**config.mk**
```make
export PLATFORM = sky130hd
export DESIGN_NAME = soi_probe
export DESIGN_NICKNAME = d
export VERILOG_FILES = /design/src/rtl/soi_probe.sv
export SDC_FILE = /design/constraint.sdc
export NUM_CORES = 1
export LEC_CHECK = 0
export CORE_MARGIN = 2
export CORE_UTILIZATION = 45
export CTS_CLUSTER_DIAMETER = 40
export DETAILED_ROUTE_END_ITERATION = 8
export PLACE_DENSITY_LB_ADDON = 0.2
export SYNTH_ARGS = -nofsm -noshare
export SYNTH_HDL_FRONTEND = slang
export SYNTH_SLANG_ARGS = --single-unit
```
**constraint.sdc**
```tcl
create_clock -name clk -period 5.35 [get_ports clk]
set_input_delay 1.605 -clock clk [delete_from_list [all_inputs] [get_ports clk]]
set_output_delay 1.605 -clock clk [all_outputs]
set_load 0.01 [all_outputs]
```
**src/rtl/soi_probe.sv**
```systemverilog
// soi_probe: signal-of-interest change recorder.
// Watches soi_in and queues every value change (plus a baseline sample taken
// when capture is armed) into a show-ahead FIFO drained over valid/ready.
// Optional feature macro: SOI_PROBE_TIMESTAMP_EN -- when defined, a free-running
// cycle counter timestamps every entry; when undefined, rd_ts is tied to 0.
module soi_probe #(
  parameter int WIDTH = 1,
  parameter int DEPTH = 8,
  parameter int TS_W  = 32
) (
  input  logic                     clk,
  input  logic                     rst_n,
  input  logic [WIDTH-1:0]         soi_in,
  input  logic                     arm,
  output logic                     rd_valid,
  input  logic                     rd_ready,
  output logic [WIDTH-1:0]         rd_data,
  output logic [TS_W-1:0]          rd_ts,
  output logic                     rd_ovf,
  output logic [$clog2(DEPTH):0]   level,
  output logic [15:0]              drop_cnt
);

  localparam int AW = $clog2(DEPTH);
  localparam int LW = AW + 1;

  typedef enum logic [1:0] {IDLE, SEED, WATCH} state_t;

  state_t           state, state_nxt;
  logic [WIDTH-1:0] prev;
  logic [AW-1:0]    wr_ptr, rd_ptr;
  logic             pend_ovf;
  logic             push_req, push, pop, drop, full;

  logic [WIDTH-1:0] mem_data [DEPTH];
  logic             mem_ovf  [DEPTH];

`ifdef SOI_PROBE_TIMESTAMP_EN
  logic [TS_W-1:0]  cyc;
  logic [TS_W-1:0]  mem_ts   [DEPTH];
`endif

  // FSM state register.
  // NOTE: sequential state uses non-blocking assignments so every register
  // samples pre-edge values regardless of process evaluation order.
  always_ff @(posedge clk or negedge rst_n) begin
    if (!rst_n) state <= IDLE;
    else        state <= state_nxt;
  end

  // FSM next-state logic.
  // NOTE: default assignment first so no path leaves state_nxt unassigned
  // (which would infer a latch).
  always_comb begin
    state_nxt = state;
    case (state)
      IDLE:    if (arm) state_nxt = SEED;
      SEED:    state_nxt = arm ? WATCH : IDLE;
      WATCH:   if (!arm) state_nxt = IDLE;
      default: state_nxt = IDLE;
    endcase
  end

  // FSM outputs: baseline push in SEED, change-triggered push while armed in WATCH.
  always_comb begin
    push_req = 1'b0;
    case (state)
      SEED:    push_req = 1'b1;
      WATCH:   push_req = arm && (soi_in != prev);
      default: push_req = 1'b0;
    endcase
  end

  assign rd_valid = (level != '0);
  assign pop      = rd_valid && rd_ready;
  assign full     = (level == LW'(DEPTH));
  // A pop in the same cycle frees the slot, so a full FIFO still accepts.
  assign push     = push_req && (!full || pop);
  assign drop     = push_req && full && !pop;

  // Previous-sample register for change detection; loads in every state.
  always_ff @(posedge clk or negedge rst_n) begin
    if (!rst_n) prev <= '0;
    else        prev <= soi_in;
  end

`ifdef SOI_PROBE_TIMESTAMP_EN
  // Free-running cycle counter; wraps silently.
  always_ff @(posedge clk or negedge rst_n) begin
    if (!rst_n) cyc <= '0;
    else        cyc <= cyc + TS_W'(1);
  end
`endif

  // Pointer, occupancy, overflow-pending and drop-counter bookkeeping.
  always_ff @(posedge clk or negedge rst_n) begin
    if (!rst_n) begin
      wr_ptr   <= '0;
      rd_ptr   <= '0;
      level    <= '0;
      pend_ovf <= 1'b0;
      drop_cnt <= '0;
    end else begin
      if (push) wr_ptr <= wr_ptr + AW'(1);
      if (pop)  rd_ptr <= rd_ptr + AW'(1);
      case ({push, pop})
        2'b10:   level <= level + LW'(1);
        2'b01:   level <= level - LW'(1);
        default: level <= level;
      endcase
      if (push)      pend_ovf <= 1'b0;
      else if (drop) pend_ovf <= 1'b1;
      if (drop && drop_cnt != 16'hFFFF) drop_cnt <= drop_cnt + 16'd1;
    end
  end

  // Entry storage write port.
  // NOTE: storage is deliberately not reset; stale contents are unreachable
  // because level/pointers reset and the read outputs are gated by rd_valid.
  always_ff @(posedge clk) begin
    if (push) begin
      mem_data[wr_ptr] <= soi_in;
      mem_ovf[wr_ptr]  <= pend_ovf;
`ifdef SOI_PROBE_TIMESTAMP_EN
      mem_ts[wr_ptr]   <= cyc;
`endif
    end
  end

  // Show-ahead read port, forced to zero while empty.
  assign rd_data = rd_valid ? mem_data[rd_ptr] : '0;
  assign rd_ovf  = rd_valid ? mem_ovf[rd_ptr]  : 1'b0;
`ifdef SOI_PROBE_TIMESTAMP_EN
  assign rd_ts   = rd_valid ? mem_ts[rd_ptr]   : '0;
`else
  assign rd_ts   = '0;
`endif

endmodule

```
After elaboration in Yosys (flattened, before gate mapping). Memories as Yosys holds them, arrays and structs flattened. Index checks and enable logic that the tools add are counted.

Logic and storage cells: 49. Memories: 2. RAM bits: 16. Register bits: 30. Input bits: 5. Output and inout port bits: 55.

Eq/ne operators: 9. Reduce and logical (&&, ||, !) cells: 14. Add/subtract/negate cells: 5. Multiplexer cells: 12.

Memory list: mem_data (words 8, width 1, read ports 1, clocked after memory_dff 0, write ports 1, RTL line 35) `logic [WIDTH-1:0] mem_data [DEPTH];`; mem_ovf (words 8, width 1, read ports 1, clocked after memory_dff 0, write ports 1, RTL line 36) `logic mem_ovf [DEPTH];`.

Operator list (number): $add 16x1->16 const B (1); $ne 16x16->1 const B (1); $pmux 4 s2 (1); $add 3x1->3 const B (2); $logic_and 1x1->1 (6); $mux 1 (6); $mux 2 (3); $pmux 2 s3 (1); $add 4x1->4 const B (1); $eq 2x1->1 const B (2); $eq 2x2->1 const B (2); $eq 4x4->1 const B (1); $ne 2x2->1 const B (2); $reduce_bool 2->1 (2); $reduce_bool 4->1 (1); $sub 4x1->4 const B (1); $logic_not 1->1 (2); $logic_not 2->1 (1); $pmux 1 s2 (1); $reduce_and 2->1 (1); $logic_or 1x1->1 (1); $ne 1x1->1 (1).

Depth between registers and ports, before layout.
Word-level depth: 7. Depth in mapped cells: 10. Mapped depth without buffers: 10.

Worst setup path after synthesis. OpenSTA, ideal clock, no wires.

Path kind: reg2out. Start point: register rd_ptr[0]. End point: output rd_data. Arrival time: 1.350 ns. Stages on the path, launching flop included: 5. Data required time: 3.745 ns. Slack: 2.395 ns. Buffers on the path: 1. Cells stage by stage: dfrtp_1 -> clkbuf_1 -> mux4_2 -> mux2i_1 -> nor2_1.

Cells in the longest elaborated chain, start to end: 2.

Ends and longest elaborated chain: from (decl) (RTL line 31) `logic [AW-1:0] wr_ptr, rd_ptr;`; from (signal assigned) (RTL line 105) `if (pop) rd_ptr <= rd_ptr + AW'(1);`; $mem_v2 8x1; $mux 1 (RTL line 131) `assign rd_data = rd_valid ? mem_data[rd_ptr] : '0;`; to (decl) (RTL line 17) `output logic [WIDTH-1:0] rd_data,`.

Every way passes these cells.

Worst setup path after layout.
Start point: register rd_ptr[0]. End point: output rd_ovf.

Cells in the longest elaborated chain, start to end: 2.

Ends and longest elaborated chain: $mem_v2 8x1; $mux 1 (RTL line 132) `assign rd_ovf = rd_valid ? mem_ovf[rd_ptr] : 1'b0;`; to (decl) (RTL line 19) `output logic rd_ovf,`.

Every way passes these cells.

==> run metrics <==
Worst EP required 3.74 ns; worst-skew pair later-pin latency 0.28 ns; gpl congestion 0.779; Max H-tree Level 2; final worst setup slack 1.67 ns; Wirelength per Cell 12.7 um; Post-synth EDFFs 16; Final #Nets 249; Ys Warns 0; pre-CTS setup slack 1.43 ns; antenna violations before repair 0; # setup viols final 0; post-synthesis cell type count 40; post-cts sizing count 0; clock skew 0.00343 ns; Starting DRT DRC Count 76; Tcrit/Tclk final 0.688; final routed DRC violation total 0; crit-path max cell delay 0.55 ns; CTS Buf Count 5; # diodes 0; Gate Count Post-Synth 206; starting density of the core 0.471; root buf cell clkbuf_8; Die Wd 77.6 um; global-route usage over all layers 0.140; Ports 60; Synth area leaders dfrtp_1 31%, edfxtp_1 20%, buf_4 9.9%; vias in the first global route 1380; Worst Path Class, Setup reg -> out; Hold Crit Class reg -> reg; Max IR drop VDD 222 uV; synthesized area 0.00244 mm2; Max-Cap Viols 0; die area 0.00602 mm2; via count 1525; Max transition margin 0.449; first-pass GRT wire length 6780 um; port bufs 27; Core ar. 0.00517 mm2; Worst Setup End Kind primary output; Final ANT Viol Nets 0; CP max-delay cell dfrtp_1; top cell types by occurrence after synthesis 32 x buf_4, 30 x dfrtp_1, 20 x nand2_1, 16 x edfxtp_1, 15 x xnor2_1; Synth Register Bits 46; # hold bufs at CTS 0; P_leak 1.14 nW; crit-path cells mux4_2 -> mux2i_1 -> nor2_1 -> clkdlybuf4s50_1; DIE HEIGHT 77.6 um; cell area after layout 0.00274 mm2; layout cell share with drive strength beyond 1 0.113; largest net degree at the start of global routing 19; Final Hold Slack 0.510 ns; critical path's top delay family multiplexers; Reg clk slew, reported paths 0.08 ns; TritonRoute pass-1 iters 4; Arrival @ worst endpoint 2.08 ns; Syn-to-layout area delta 12.3%; wirelength, routed 3920 um; Post-synth ARST share 0.652; detailed placement HPWL 2890 um; Area after DPL 0.00265 mm2; WP buf/inv 1; Slew @ Worst Pin 0.821 ns; TritonCTS clock tree built; Synth top area share 0.308; Setup Buffers After CTS 0; fin. max-slew vios 0; Fmax 0.272 GHz; Power Dens Cells 400 mW/mm2; final critical-path required period 3.68 ns; CP startpoint kind register; RSZ-0062 raised after global routing no; CTS max path bufs 2; gr ovfl total 0; clock sinks 46; Hold Vio Cnt, Final 0; Mapped Avg Cell Area 11.8 um2; Via density 4.95; top_reg_cell synth dfrtp_1; row cnt 26; fillers 464; crit path max fanout 6; most frequent cell after synthesis buf_4; status completed; post-synth top area cell dfrtp_1; final setup TNS 0 ns; sequential element share of the synthesized area 0.505
kinds of logic after synthesis:
logic type	Yosys count	synth area share
compound gates	7	0.0205
xor+xnor	23	0.0827
fa+ha+maj	7	0.0359
buf+inv	38	0.114
flops	46	0.505
mux	12	0.0739
other cells	1	0.00154
simple gates	72	0.166
report_power, final:
group	total (mW)	switching [mW]	internal (mW)
sequential	0.509	0.0856	0.423
clock	0.201	0.111	0.0895
combinational	0.385	0.183	0.202
total	1.09	0.380	0.715
area by class of cell:
cell class,instances,area (um2),area share
Sequential cell,46,1230,0.450
Inverter,3,11.3,0.00411
Clock buffer,5,68.8,0.0251
Multi-Input combinational cell,153,1040,0.382
Clock inverter,3,16.3,0.00594
Tap cell,70,87.6,0.0320
Timing Repair Buffer,28,278,0.101
layer usage:
metal  vias up  global-route usage  part of all wire
met5         -                   0                 0
met4         0              0.0482            0.0082
met3         4              0.0244             0.052
met2        61               0.197              0.44
met1       741               0.217              0.50
li1        719                   -                 -
path summary, 6_finish.rpt:
kind	to	cells after the start	from	slack, ns
worst min-delay path	drop_cnt[15]	1	drop_cnt[15]	0.51
min in group asynchronous	drop_cnt[15]	1	rst_n	1.69
worst max-delay path	rd_ovf	4	rd_ptr[0]	1.67
max in group asynchronous	state[1]	2	rst_n	3.00
worst max register to register	drop_cnt[4]	7	state[0]	2.99
worst min register to register	drop_cnt[15]	1	drop_cnt[15]	0.51
per-stage QoR:
stage,std cells,utilization,power (mW)
2_1_floorplan,237,-,0.799
3_3_place_gp,300,0.513,0.897
3_5_place_dp,300,0.513,0.904
4_1_cts,308,0.529,1.11
5_1_grt,308,0.529,1.18
6_report,308,0.529,1.09
flip-flops by register name, summed over array words and instances, names as in the netlist:
signal    flops
drop_cnt     16
mem_data      8
mem_ovf       8
level         4
rd_ptr        3
wr_ptr        3
state         2
pend_ovf      1
prev          1
worst register-to-register path, delay by kind of cell (launching register included):
kind                       cells  cell delay [ns]
adders and majority gates      1             0.30
xor gates and xnor gates       1             0.16
and+or+nand+nor                3             1.10
AOI/OAI and AO/OA              1             0.26
buffers and inverters          1             0.08
DFF                            1             0.40
placed cells by master, fill, tap and decap left out, types with 2 or more instances in the layout:
cell,Yosys,final
nand4_1,6,6
o21ai_0,2,2
nor4_1,2,2
conb_1,1,32
ha_1,7,7
nor2_1,10,10
nor2_2,2,2
nand3_1,8,8
dfrtp_1,30,30
mux2_2,3,3
xor2_1,8,8
nand2_1,20,20
edfxtp_1,16,16
xnor2_1,15,15
and3_1,4,4
clkdlybuf4s50_1,0,27
nand2b_1,2,2
mux2i_1,3,3
and4_1,3,3
nor3_2,2,2
clkbuf_8,0,5
inv_1,2,2
mux4_2,4,4
nor3_1,6,6
Power figures use the tool's default switching activity.
==> RTL edit 1, RTL diff (config.mk and constraints unchanged) <==
Add a define of `SOI_PROBE_TIMESTAMP_EN`.
--- a/src/rtl/soi_probe.sv
+++ b/src/rtl/soi_probe.sv
@@ -4,4 +4,6 @@
 // Optional feature macro: SOI_PROBE_TIMESTAMP_EN -- when defined, a free-running
 // cycle counter timestamps every entry; when undefined, rd_ts is tied to 0.
+`define SOI_PROBE_TIMESTAMP_EN
+
 module soi_probe #(
   parameter int WIDTH = 1,
Behaviour: not the same (a bounded check fails within 4 cycles, from zero or initial values and one cycle with rst_n low).
==> RTL edit 1 against the unedited design <==
  * Count of clock-buffer cells in the layout is 47 higher
  * Core utilization is 1.2 points higher
  * Final area grew to 5.8 times the old value
  * Synthesized area grew to 5.5 times the old value
  * Setup slack worse by 1.0 ns
  * Via count grew to 4.2 times the old value
  * Routed wire length grew to 6.4 times the old value
  * Total power grew to 7.5 times the old value
  * Hold slack worse by 0.010 ns
  * Sequential cell count is 288 higher
  * Critical path type unchanged
==> RTL edit 1: results (changes against the unedited design) <==
Vias=6,463 (was 1,525); status=finished clean (unchanged); Nets=800 (was 249); comb_multi_in=324 (was 153); multi-input combinational area share=22.2% (was 38.2%); maximum vdd drop=0.324 mV (was 0.222 mV); slowest CP cell=dfrtp_4 (was dfrtp_1); arrival time of the worst setup path=3.10 ns (was 2.08 ns); worst skew pair latency=0.52 ns (was 0.28 ns); Yosys cell types=48 (was 40); Port Buffer Count=59 (was 27); routed wire length per instance=20.7 µm (was 12.7 µm); Max Buffers Root-to-Sink=3 (was 2); global-route usage over all layers=16.8% (was 14.0%); # clk buffers=52 (was 5); flip-flop and latch count=334 (was 46); Slew headroom=34.4% (was 44.9%); First DRT Iteration DRCs=465 (was 76); Setup crit end=rd_ts[0] (was rd_ovf); nonclk buf count=77 (was 28); reg2reg end=mem_ts[6][6] (was drop_cnt[4]); Worst Clk Skew=0.0190 ns (was 0.00343 ns); Signal buf overhead=4.92% (was 10.1%); clock root cell=clkbuf_16 (was clkbuf_8); GPL Wtd Cong=0.730 (was 0.779); register area share after synthesis=72.8% (was 50.5%); post-synthesis async set-or-reset flop share=18.6% (was 65.2%); Top delay family on crit path=buffers and inverters (was multiplexers); Hold Path End=drop_cnt[11] (was drop_cnt[15]); invs w/o clock=8 (was 3); DP Wirelength=14,900 µm (was 2890 µm); reg-to-reg setup timing slack=2.44 ns (was 2.99 ns); Worst-path clk slew=0.06 ns (was 0.08 ns); most frequent cells after synthesis=edfxtp_1 (272), mux4_2 (68), dfrtp_1 (62), nor2_1 (44), xnor2_1 (39) (was buf_4 (32), dfrtp_1 (30), nand2_1 (20), edfxtp_1 (16), xnor2_1 (15)); crit-path max FO=24 (was 6); LEAKAGE=5.36 nW (was 1.14 nW)
## RTL edit 1: cell types whose count changed after synthesis, sizes merged, moves of 5 or more
cell	change
nand2	+8
nor2	+32
dfrtp	+32
and3	+7
nand3	+15
mux2i	+34
buf	-19
mux4	+64
inv	+5
xnor2	+24
and2	+6
clkbuf	+9
edfxtp	+256
## RTL edit 1: where the power goes
| group | total (W) | switching [W] | leakage, nW | internal [W] |
|---|---|---|---|---|
| Combinational | 0.00215 | 0.000970 | 1.61 | 0.00118 |
| Sequential | 0.00335 | 0.000286 | 3.09 | 0.00307 |
| Clock | 0.00271 | 0.00101 | 0.653 | 0.00170 |
## RTL edit 1: kinds of logic after synthesis
| family | synth area share, % |
|---|---|
| AO/OA/AOI/OAI | 1.35 |
| XOR/XNOR | 3.35 |
| adder cells (fa/ha/maj) | 0.994 |
| buffers and inverters | 1.17 |
| flip-flops | 72.8 |
| multiplexers | 14.6 |
| AND/OR/NAND/NOR | 5.74 |
## RTL edit 1: layer usage
| layer | GRT usage, % | part of all wire, % | vias up |
|---|---|---|---|
| li1 | - | - | 2918 |
| met1 | 22.9 | 42 | 3335 |
| met2 | 28.0 | 50 | 167 |
| met3 | 2.95 | 6.3 | 43 |
| met4 | 4.72 | 2.1 | 0 |
| met5 | 0 | 0 | - |
## RTL edit 1: metrics by stage
step / hold slack, ns / total power (W) / setup WS, ns / std cells / instance area, µm²
2_1_floorplan: 0.489 / 0.00469 / 0.132 / 691 / 13300
5_1_grt: 0.525 / 0.00859 / 0.434 / 1205 / 15900
3_5_place_dp: 0.487 / 0.00562 / 0.811 / 1133 / 14600
4_1_cts: 0.502 / 0.00833 / 0.502 / 1205 / 15900
3_3_place_gp: 0.475 / 0.00556 / 0.961 / 1133 / 14600
6_report: 0.500 / 0.00821 / 0.645 / 1205 / 15900
==> RTL edit 2, RTL diff (same settings) <==
Without the edit above. The 3 states of `state_t` get a one-hot encoding in 3 bits.
--- a/src/rtl/soi_probe.sv
+++ b/src/rtl/soi_probe.sv
@@ -25,5 +25,5 @@
   localparam int LW = AW + 1;
 
-  typedef enum logic [1:0] {IDLE, SEED, WATCH} state_t;
+  typedef enum logic [2:0] {IDLE = 3'b001, SEED = 3'b010, WATCH = 3'b100} state_t;
 
   state_t           state, state_nxt;
Function: same outputs for any inputs over 10 cycles, from zero or initial values and one cycle with rst_n low; not proved beyond that.
==> RTL edit 2 against the unedited design <==
  * Hold slack better by 0.0098 ns
  * Setup slack lost 0.21 ns
  * Sequential cell count up 1
  * Synthesized area hardly changed
  * Fmax fell by 5.4%
  * Final area rose by 0.64%
  * Routed wire length fell by 3.7%
  * Critical path depth grew 6
  * Total power shrank 2.8%
  * Sequential share of layout area increased by 0.67 points
  * Via count shrank 9.0%
==> RTL edit 2: results (changes against the unedited design) <==
Placement Cell Area=2650 µm² (about the same); First DRT Iteration DRCs=44 (was 76); LEAKAGE=1.12 nW (was 1.14 nW); status=finished clean (unchanged); DP Worst Slack=1.13 ns (was 1.43 ns); Internal Pwr Total=0.000731 W (was 0.000715 W); Signal buf overhead=10.1% (about the same); Cells after DPL=289 (was 300); Slew @ Worst Pin=0.618 ns (was 0.821 ns); WL final=3770 µm (was 3920 µm); first-pass GRT wire length=6500 µm (was 6780 µm); vias in the first global route=1,329 (was 1,380); comb_multi_in=140 (was 153); worst setup margin=1.46 ns (was 1.67 ns); maximum vdd drop=0.187 mV (was 0.222 mV); register area=1260 µm² (was 1230 µm²); min-delay src=drop_cnt[11] (was drop_cnt[15]); crit-path max FO=10 (was 6); # clk buffers=7 (was 5); register area share after synthesis=51.6% (was 50.5%); Clock-cell share=3.77% (was 3.11%); reg-to-reg setup timing slack=2.94 ns (was 2.99 ns); Filler cells=461 (was 464); Vias=1,388 (was 1,525); GPL Wtd Cong=0.731 (was 0.779); global-route usage over all layers=13.7% (was 14.0%); Nets=237 (was 249); Worst setup startpoint=soi_in (was rd_ptr[0]); Hold Path End=drop_cnt[11] (was drop_cnt[15]); DP Wirelength=2760 µm (was 2890 µm); area of the multi-input gates=1010 µm² (was 1040 µm²); largest net degree at the start of global routing=32 (was 19); Worst R2R Start=state[0] (unchanged); Setup crit end=level[3] (was rd_ovf); invs w/o clock=4 (was 3); Yosys cell types=43 (was 40); synth top area cells=dfrtp_1 (31%), edfxtp_1 (20%), buf_4 (9.9%) (unchanged); most frequent cells after synthesis=buf_4 (32), dfrtp_1 (30), edfxtp_1 (16), xnor2_1 (16), nand2_1 (11) (was buf_4 (32), dfrtp_1 (30), nand2_1 (20), edfxtp_1 (16), xnor2_1 (15))
==> RTL edit 2: cell count changes in the layout (fill, tap and decap cells not counted), sizes merged, moves of 3 or more <==
cell / change
and4: -4
nand2: -9
nor3b: +6
xor2: -3
==> RTL edit 2: kinds of logic (layout without fill, tap and decap cells) <==
| family | count (synthesis) | after routing | synth area share, % |
|---|---|---|---|
| compound gates | 9 | 9 | 2.46 |
| xor+xnor | 21 | 21 | 7.54 |
| fa+ha+maj | 6 | 6 | 3.39 |
| buf+inv | 41 | 40 | 11.6 |
| flops | 47 | 47 | 51.6 |
| mux | 12 | 12 | 7.34 |
| other cells | 1 | 32 | 0.154 |
| simple gates | 60 | 60 | 15.9 |
==> RTL edit 2: stage by stage <==
stage	utilization (%)	hold slack, ns	power [W]
after global placement	51.3	0.506	0.000838
final	53.3	0.520	0.00106
after CTS	53.3	0.525	0.00108
after floorplan	-	0.489	0.000752
after global routing	53.3	0.541	0.00114
after detailed placement	51.3	0.512	0.000845
==> RTL edit 2: power by group through the flow <==
stage	Combinational (W)	Sequential, W	Clock, W
final	0.000317	0.000515	0.000232
after CTS	0.000322	0.000516	0.000239
after floorplan	0.000258	0.000494	0
after detailed placement	0.000321	0.000524	0
after global routing	0.000356	0.000529	0.000257
after global placement	0.000317	0.000522	0
==> RTL edit 2: per-layer routing <==
metal  track usage, %  wire length, µm  vias up
met5                0                0        -
li1                 -                -      686
met1             18.1             1760      658
met3             3.84              167        4
met2             21.5             1810       40
met4             5.36               35        0
==> RTL edit 2: worst reg2reg max path, stage by stage, from the launching register on <==
cell and delay [ns]:
dfstp_2 0.58, nor4bb_4 0.06, a21oi_2 0.51, nand2_2 0.15
inv_2 0.11, ha_1 0.22, a21o_1 0.18, a21oi_1 0.17
mux2i_1 0.23, xnor2_1 0.13
